===== src/rtl/alien_fleet.sv =====
// alien_fleet: alien formation controller (hit test, alive bitmap, march/drop motion, pixel colour).
// Optional macro ALIEN_SPEEDUP_EN shortens the step interval as the fleet thins out.
module alien_fleet #(
   parameter int unsigned COLS         = 8,
   parameter int unsigned ROWS         = 4,
   parameter int unsigned ALIEN_W      = 40,
   parameter int unsigned ALIEN_H      = 20,
   parameter int unsigned H_SPACING    = 60,
   parameter int unsigned V_SPACING    = 40,
   parameter int unsigned X_START      = 40,
   parameter int unsigned Y_START      = 40,
   parameter int unsigned STEP_X       = 4,
   parameter int unsigned STEP_Y       = 20,
   parameter int unsigned MOVE_DIV     = 8,
   parameter int unsigned SCREEN_WIDTH = 640,
   parameter int unsigned LAND_Y       = 410,
   parameter logic [2:0]  ALIEN        = 3'd2,
   parameter logic [2:0]  BACKGROUND   = 3'd0
) (
   input  logic       clk,
   input  logic       reset,
   input  logic       enable,
   input  logic [9:0] xLaser,
   input  logic [9:0] yLaser,
   input  logic [9:0] hPos,
   input  logic [9:0] vPos,
   output logic       killingAlien,
   output logic [2:0] colorAlien,
   output logic [5:0] aliensLeft,
   output logic [9:0] fleetX,
   output logic [9:0] fleetY,
   output logic       fleetLanded,
   output logic       fleetCleared
);
   localparam int unsigned N  = ROWS * COLS;
   localparam int unsigned IW = (N > 1) ? $clog2(N) : 1;
   localparam int unsigned DW = $clog2(MOVE_DIV + 1);

   typedef enum logic [1:0] {MARCH, DROP, LANDED, CLEARED} state_t;

   state_t          state, state_nx;
   logic            dir, dir_nx;
   logic [N-1:0]    alive;
   logic [9:0]      fx_nx, fy_nx;
   logic [DW-1:0]   div_cnt, div_nx, interval;
   logic [10:0]     col_x [COLS];
   logic [10:0]     row_y [ROWS];
   logic [COLS-1:0] col_alive;
   logic [ROWS-1:0] row_alive;
   logic [10:0]     left_edge, right_edge, bottom_edge;
   logic            left_found, hit, hit_valid, pix_on, tick, active;
   logic [IW-1:0]   hit_idx;

   function automatic logic in_box(input logic [9:0] px, input logic [9:0] py,
                                   input logic [10:0] bx, input logic [10:0] by);
      in_box = ({1'b0, px} >= bx) && ({1'b0, px} < bx + 11'(ALIEN_W)) &&
               ({1'b0, py} >= by) && ({1'b0, py} < by + 11'(ALIEN_H));
   endfunction

   always_comb begin
      for (int unsigned c = 0; c < COLS; c++) col_x[c] = {1'b0, fleetX} + 11'(c * H_SPACING);
      for (int unsigned r = 0; r < ROWS; r++) row_y[r] = {1'b0, fleetY} + 11'(r * V_SPACING);
   end

   // Ascending scan order makes the lowest index win the hit priority.
   always_comb begin
      hit       = 1'b0;
      hit_idx   = '0;
      pix_on    = 1'b0;
      col_alive = '0;
      row_alive = '0;
      for (int unsigned r = 0; r < ROWS; r++) begin
         for (int unsigned c = 0; c < COLS; c++) begin
            if (alive[r*COLS+c]) begin
               col_alive[c] = 1'b1;
               row_alive[r] = 1'b1;
               if (!hit && in_box(xLaser, yLaser, col_x[c], row_y[r])) begin
                  hit     = 1'b1;
                  hit_idx = IW'(r * COLS + c);
               end
               if (in_box(hPos, vPos, col_x[c], row_y[r])) pix_on = 1'b1;
            end
         end
      end
   end

   always_comb begin
      left_edge   = '0;
      right_edge  = '0;
      bottom_edge = '0;
      left_found  = 1'b0;
      for (int unsigned c = 0; c < COLS; c++) begin
         if (col_alive[c]) begin
            if (!left_found) begin
               left_edge  = col_x[c];
               left_found = 1'b1;
            end
            right_edge = col_x[c] + 11'(ALIEN_W);
         end
      end
      for (int unsigned r = 0; r < ROWS; r++) begin
         if (row_alive[r]) bottom_edge = row_y[r] + 11'(ALIEN_H);
      end
   end

   always_comb begin
`ifdef ALIEN_SPEEDUP_EN
      if (32'(aliensLeft) > N / 2)      interval = DW'(MOVE_DIV);
      else if (32'(aliensLeft) > N / 4) interval = DW'(MOVE_DIV / 2);
      else                              interval = DW'(1);
`else
      interval = DW'(MOVE_DIV);
`endif
   end

   assign active    = (state == MARCH) || (state == DROP);
   assign tick      = enable && (div_cnt >= interval - 1'b1);
   assign hit_valid = hit && active && ((xLaser != '0) || (yLaser != '0));

   always_comb begin
      state_nx = state;
      dir_nx   = dir;
      fx_nx    = fleetX;
      fy_nx    = fleetY;
      div_nx   = div_cnt;
      if (active) begin
         if (aliensLeft == '0) begin
            state_nx = CLEARED;
         end else if (bottom_edge >= 11'(LAND_Y)) begin
            state_nx = LANDED;
         end else if (tick) begin
            div_nx = '0;
            if (state == DROP) begin
               fy_nx    = fleetY + 10'(STEP_Y);
               dir_nx   = ~dir;
               state_nx = MARCH;
            end else if (dir) begin
               if (right_edge + 11'(STEP_X) > 11'(SCREEN_WIDTH)) state_nx = DROP;
               else fx_nx = fleetX + 10'(STEP_X);
            end else begin
               if (left_edge < 11'(STEP_X)) state_nx = DROP;
               else fx_nx = fleetX - 10'(STEP_X);
            end
         end else if (enable) begin
            div_nx = div_cnt + 1'b1;
         end
      end
   end

   always_ff @(posedge clk) begin
      if (reset) begin
         state        <= MARCH;
         dir          <= 1'b1;
         alive        <= '1;
         aliensLeft   <= 6'(N);
         fleetX       <= 10'(X_START);
         fleetY       <= 10'(Y_START);
         div_cnt      <= '0;
         killingAlien <= 1'b0;
         colorAlien   <= BACKGROUND;
      end else begin
         state        <= state_nx;
         dir          <= dir_nx;
         fleetX       <= fx_nx;
         fleetY       <= fy_nx;
         div_cnt      <= div_nx;
         killingAlien <= hit_valid;
         colorAlien   <= pix_on ? ALIEN : BACKGROUND;
         if (hit_valid) begin
            alive[hit_idx] <= 1'b0;
            aliensLeft     <= aliensLeft - 6'd1;
         end
      end
   end

   assign fleetLanded  = (state == LANDED);
   assign fleetCleared = (state == CLEARED);
endmodule

===== config.mk =====
export PLATFORM = sky130hd
export DESIGN_NAME = alien_fleet
export DESIGN_NICKNAME = d
export VERILOG_FILES = /design/src/rtl/alien_fleet.sv
export SDC_FILE = /design/constraint.sdc
export NUM_CORES = 1
export LEC_CHECK = 0
export ABC_AREA = 1
export BUFFER_PORTS_ARGS = -buffer_cell sky130_fd_sc_hd__buf_2
export CELL_PAD_IN_SITES_DETAIL_PLACEMENT = 1
export CELL_PAD_IN_SITES_GLOBAL_PLACEMENT = 2
export CORE_MARGIN = 10
export CORE_UTILIZATION = 33
export DETAILED_ROUTE_END_ITERATION = 7
export PLACE_DENSITY = 0.88
export SLEW_MARGIN = 10
export SYNTH_ARGS = -nofsm -noshare
export SYNTH_HDL_FRONTEND = slang
export SYNTH_SLANG_ARGS = --single-unit

===== constraint.sdc =====
create_clock -name clk -period 5.5 [get_ports clk]
set_clock_uncertainty 0.15 [all_clocks]
set_input_delay 1.1 -clock clk [delete_from_list [all_inputs] [get_ports clk]]
set_output_delay 1.1 -clock clk [all_outputs]
set_load 0.02 [all_outputs]

==> flow_summary_export.csv <==
group,metric,value,unit
clocking,cts_buffer_depth,2,
pwr,peakVddDrop,224,uV
logic_synthesis,syn_avg_cell_area,6.78,um^2
logic_synthesis,synth_edf_count,0,
route,drt_iter0_markers,945,
final_layout,nets,2758,
route,vias,16025,
logic_synthesis,synth.distinct_cells,72,
logic_synthesis,ys_seq_area_share,8.54,%
final_layout,utilization,40.3,%
sta,hold_violations,0,
floorplan,die_w,232,um
global_routing,grtUsageTotal,22.5,%
sta,min_period,5.40,ns
sta,rsz0062_at_grt,"true",
logic_synthesis,synth_ff_type,"dfxtp_1",
critical_path,cp.required,5.58,ns
route,drc,0,
logic_synthesis,yosys_warnings,0,
critical_path,path_buf_inv,2,
sta,relSlewSlack,36.5,%
placed_design,dpl_cell_area,16400,um^2
floorplan,dieArea,53600,um^2
route,drtPass1Iterations,5,
route,wl_per_cell,21.2,um
floorplan,coreArea,44200,um^2
global_routing,grt_start_max_net_pins,53,
floorplan,pin_count,75,
critical_path,critPathCaptureType,"flip-flop",
clocking,h-tree-depth,3,
critical_path,path_max_fanout,15,
critical_path,crit_top_cell,"nor2_4",
pwr,p_per_area,117,nW/um^2
pwr,finalPower,2.08,mW
placed_design,gp_congestion,0.983,
final_layout,area_growth,20.7,%
logic_synthesis,postSynthCellCount,2179,
route,ant_nets,0,
critical_path,critPathLaunchType,"input port",
critical_path,critPathTopFamily,"simple AND/OR/NAND/NOR gates",
sta,fmax,185,MHz
clocking,clk_latency,0.39,ns
critical_path,slowest_delay,0.41,ns
route,wirelength,62800,um
global_routing,grt_pass1_vias,16602,
placed_design,port-buffer-count,68,
critical_path,arrival,5.49,ns
floorplan,die_h,232,um
clocking,clk_pin_slew,0.05,ns
sta,tns,0,ns
final_layout,nFillCells,5617,
clocking,cts_hold_buf,0,
placed_design,dp_hpwl,51700,um
sta,finalSetupViolCount,0,
logic_synthesis,synth-seq-cells,63,
critical_path,slowest_stage,"ha_1",
route,vias_per_cell,5.41,
logic_synthesis,syn_area,14800,um^2
pwr,p_leak,8.96,nW
clocking,cts_tree,"built",
clocking,cts-buffers-inserted,9,
global_routing,antenna_found_initial,0,
global_routing,grt_overflow_total,0,
outcome,status,"completed",
final_layout,n_antenna_cell,0,
clocking,root_buffer,"clkbuf_16",
clocking,clock-sinks,63,
sta,report.final.slew_viol_count,0,
logic_synthesis,synth-async-reset-ratio,0,%
sta,fin_crit_sh,98.2,%
floorplan,num_rows,77,
global_routing,grt_pass1_wl,94800,um
final_layout,final_cell_area,17800,um^2
flow_run,cap_violations,0,
sta,tightest_slew,0.944,ns
floorplan,initial_utilization,33.4,%
worst_hold_path,hold_path.class,"reg -> reg",
final_layout,drive_gt1_share,19.4,%
critical_path,worstSetupPathType,"in -> reg",
==> layout make-up <==
class                           count  area (um^2)  share of cell area [%]
Multi-Input combinational cell   1731        12700                    71.0
Timing Repair Buffer              213         1530                    8.58
Inverter                          349         1330                    7.49
Sequential cell                    63         1280                    7.20
Tap cell                          592          741                    4.16
Clock buffer                       10          229                    1.29
Clock inverter                      6         46.3                   0.260
==> metrics by stage <==
stage / cells / setup slack (ns) / hold slack [ns]
4_1_cts: 2923 / 0.00570 / 0.297
2_1_floorplan: 2184 / 0.257 / 0.274
5_1_grt: 2964 / -0.253 / 0.308
3_3_place_gp: 2907 / -0.0568 / 0.285
3_5_place_dp: 2907 / -0.254 / 0.290
6_report: 2964 / 0.0974 / 0.298
==> routing by layer <==
layer,wire length [um],up-vias,GRT usage (%)
met5,0,-,0
met4,1860,0,6.70
met3,2690,98,2.44
met2,29600,382,37.9
met1,28700,7791,29.5
li1,-,7754,-
==> final timing paths <==
path         slack [ns]       start    endpoint  cells after the start
max                 0.1   xLaser[4]    alive[5]                     30
max reg2reg        0.13   fleetX[3]    alive[5]                     38
min                0.30  div_cnt[3]  div_cnt[3]                      2
min reg2reg        0.30  div_cnt[3]  div_cnt[3]                      2
==> flip-flops by register name (all words and copies together) (netlist names) <==
name,flops
dir,1
aliensLeft,6
colorAlien,1
state,2
div_cnt,4
fleetX,8
killingAlien,1
fleetY,8
alive,32
==> timing repair <==
| action | CTS | global route |
|---|---|---|
| setup buffers | 0 | 41 |
| pin swaps | 1 | 57 |
| resized for setup | 11 | 193 |
| setup endpoints to repair | 20 | 42 |
==> logic make-up (layout without fill, tap and decap cells) <==
family,after synthesis,count (layout),synth area share [%]
buf+inv,390,578,10.8
compound gates,460,460,18.6
simple gates,831,831,26.9
other cells,1,6,0.0254
flops,63,63,8.54
xor+xnor,86,86,5.64
fa+ha+maj,348,348,29.5
==> worst register-to-register path, delay by kind of cell (launching register included) <==
kind                     cells  cell delay [ns]
XOR/XNOR                     2             0.45
flip-flops                   1             0.38
buffers and inverters        3             0.28
AND/OR/NAND/NOR             28             3.06
adder cells (fa/ha/maj)      2             0.46
AO/OA/AOI/OAI                3             0.43
==> power by group <==
part,total [mW],internal (mW),switching (mW)
Sequential,0.557,0.499,0.0578
Combinational,0.958,0.339,0.620
Clock,0.570,0.307,0.263
Total,2.08,1.14,0.940
==> cell usage after synthesis, types with 7 or more instances <==
library cell	n	area (um^2)
o21a_1	40	300
a21oi_1	160	801
dfxtp_1	63	1260
buf_2	7	35.0
nand3b_1	13	97.6
o21bai_1	29	218
nand4_1	47	294
inv_1	331	1240
or2_2	9	56.3
xnor2_1	22	193
o21ai_0	123	616
clkbuf_1	8	30.0
nand3_1	72	360
nand3_2	15	150
nor3_1	51	255
o22ai_1	9	56.3
o211ai_1	8	60.1
xor2_1	58	508
buf_4	18	135
ha_1	347	4340
nor2_1	162	608
o21ai_1	20	100
a221oi_1	7	61.3
inv_2	15	56.3
nor2_2	7	43.8
nand2_1	374	1400
nor2_4	7	78.8
a31oi_1	7	43.8
nor4_1	23	144
nand2_2	20	125
a21o_1	11	82.6
==> layout by cell type, fill, tap and decap left out, types with 12 or more instances in the layout <==
master	instances
nand2_1	351
ha_1	330
inv_1	317
a21oi_1	154
nor2_1	151
buf_4	131
o21ai_0	116
buf_2	66
nand3_1	62
dfxtp_1	54
xor2_1	48
nand4_1	47
nor3_1	44
o21a_1	40
nand2_2	36
o21bai_1	29
inv_2	24
o21ai_1	21
nor4_1	21
xnor2_1	20
nand3_2	19
ha_4	14
nor2_2	13
nand2_4	13
nand3b_1	13
nor2_4	12
No activity file was read; power rests on OpenSTA's default activity.
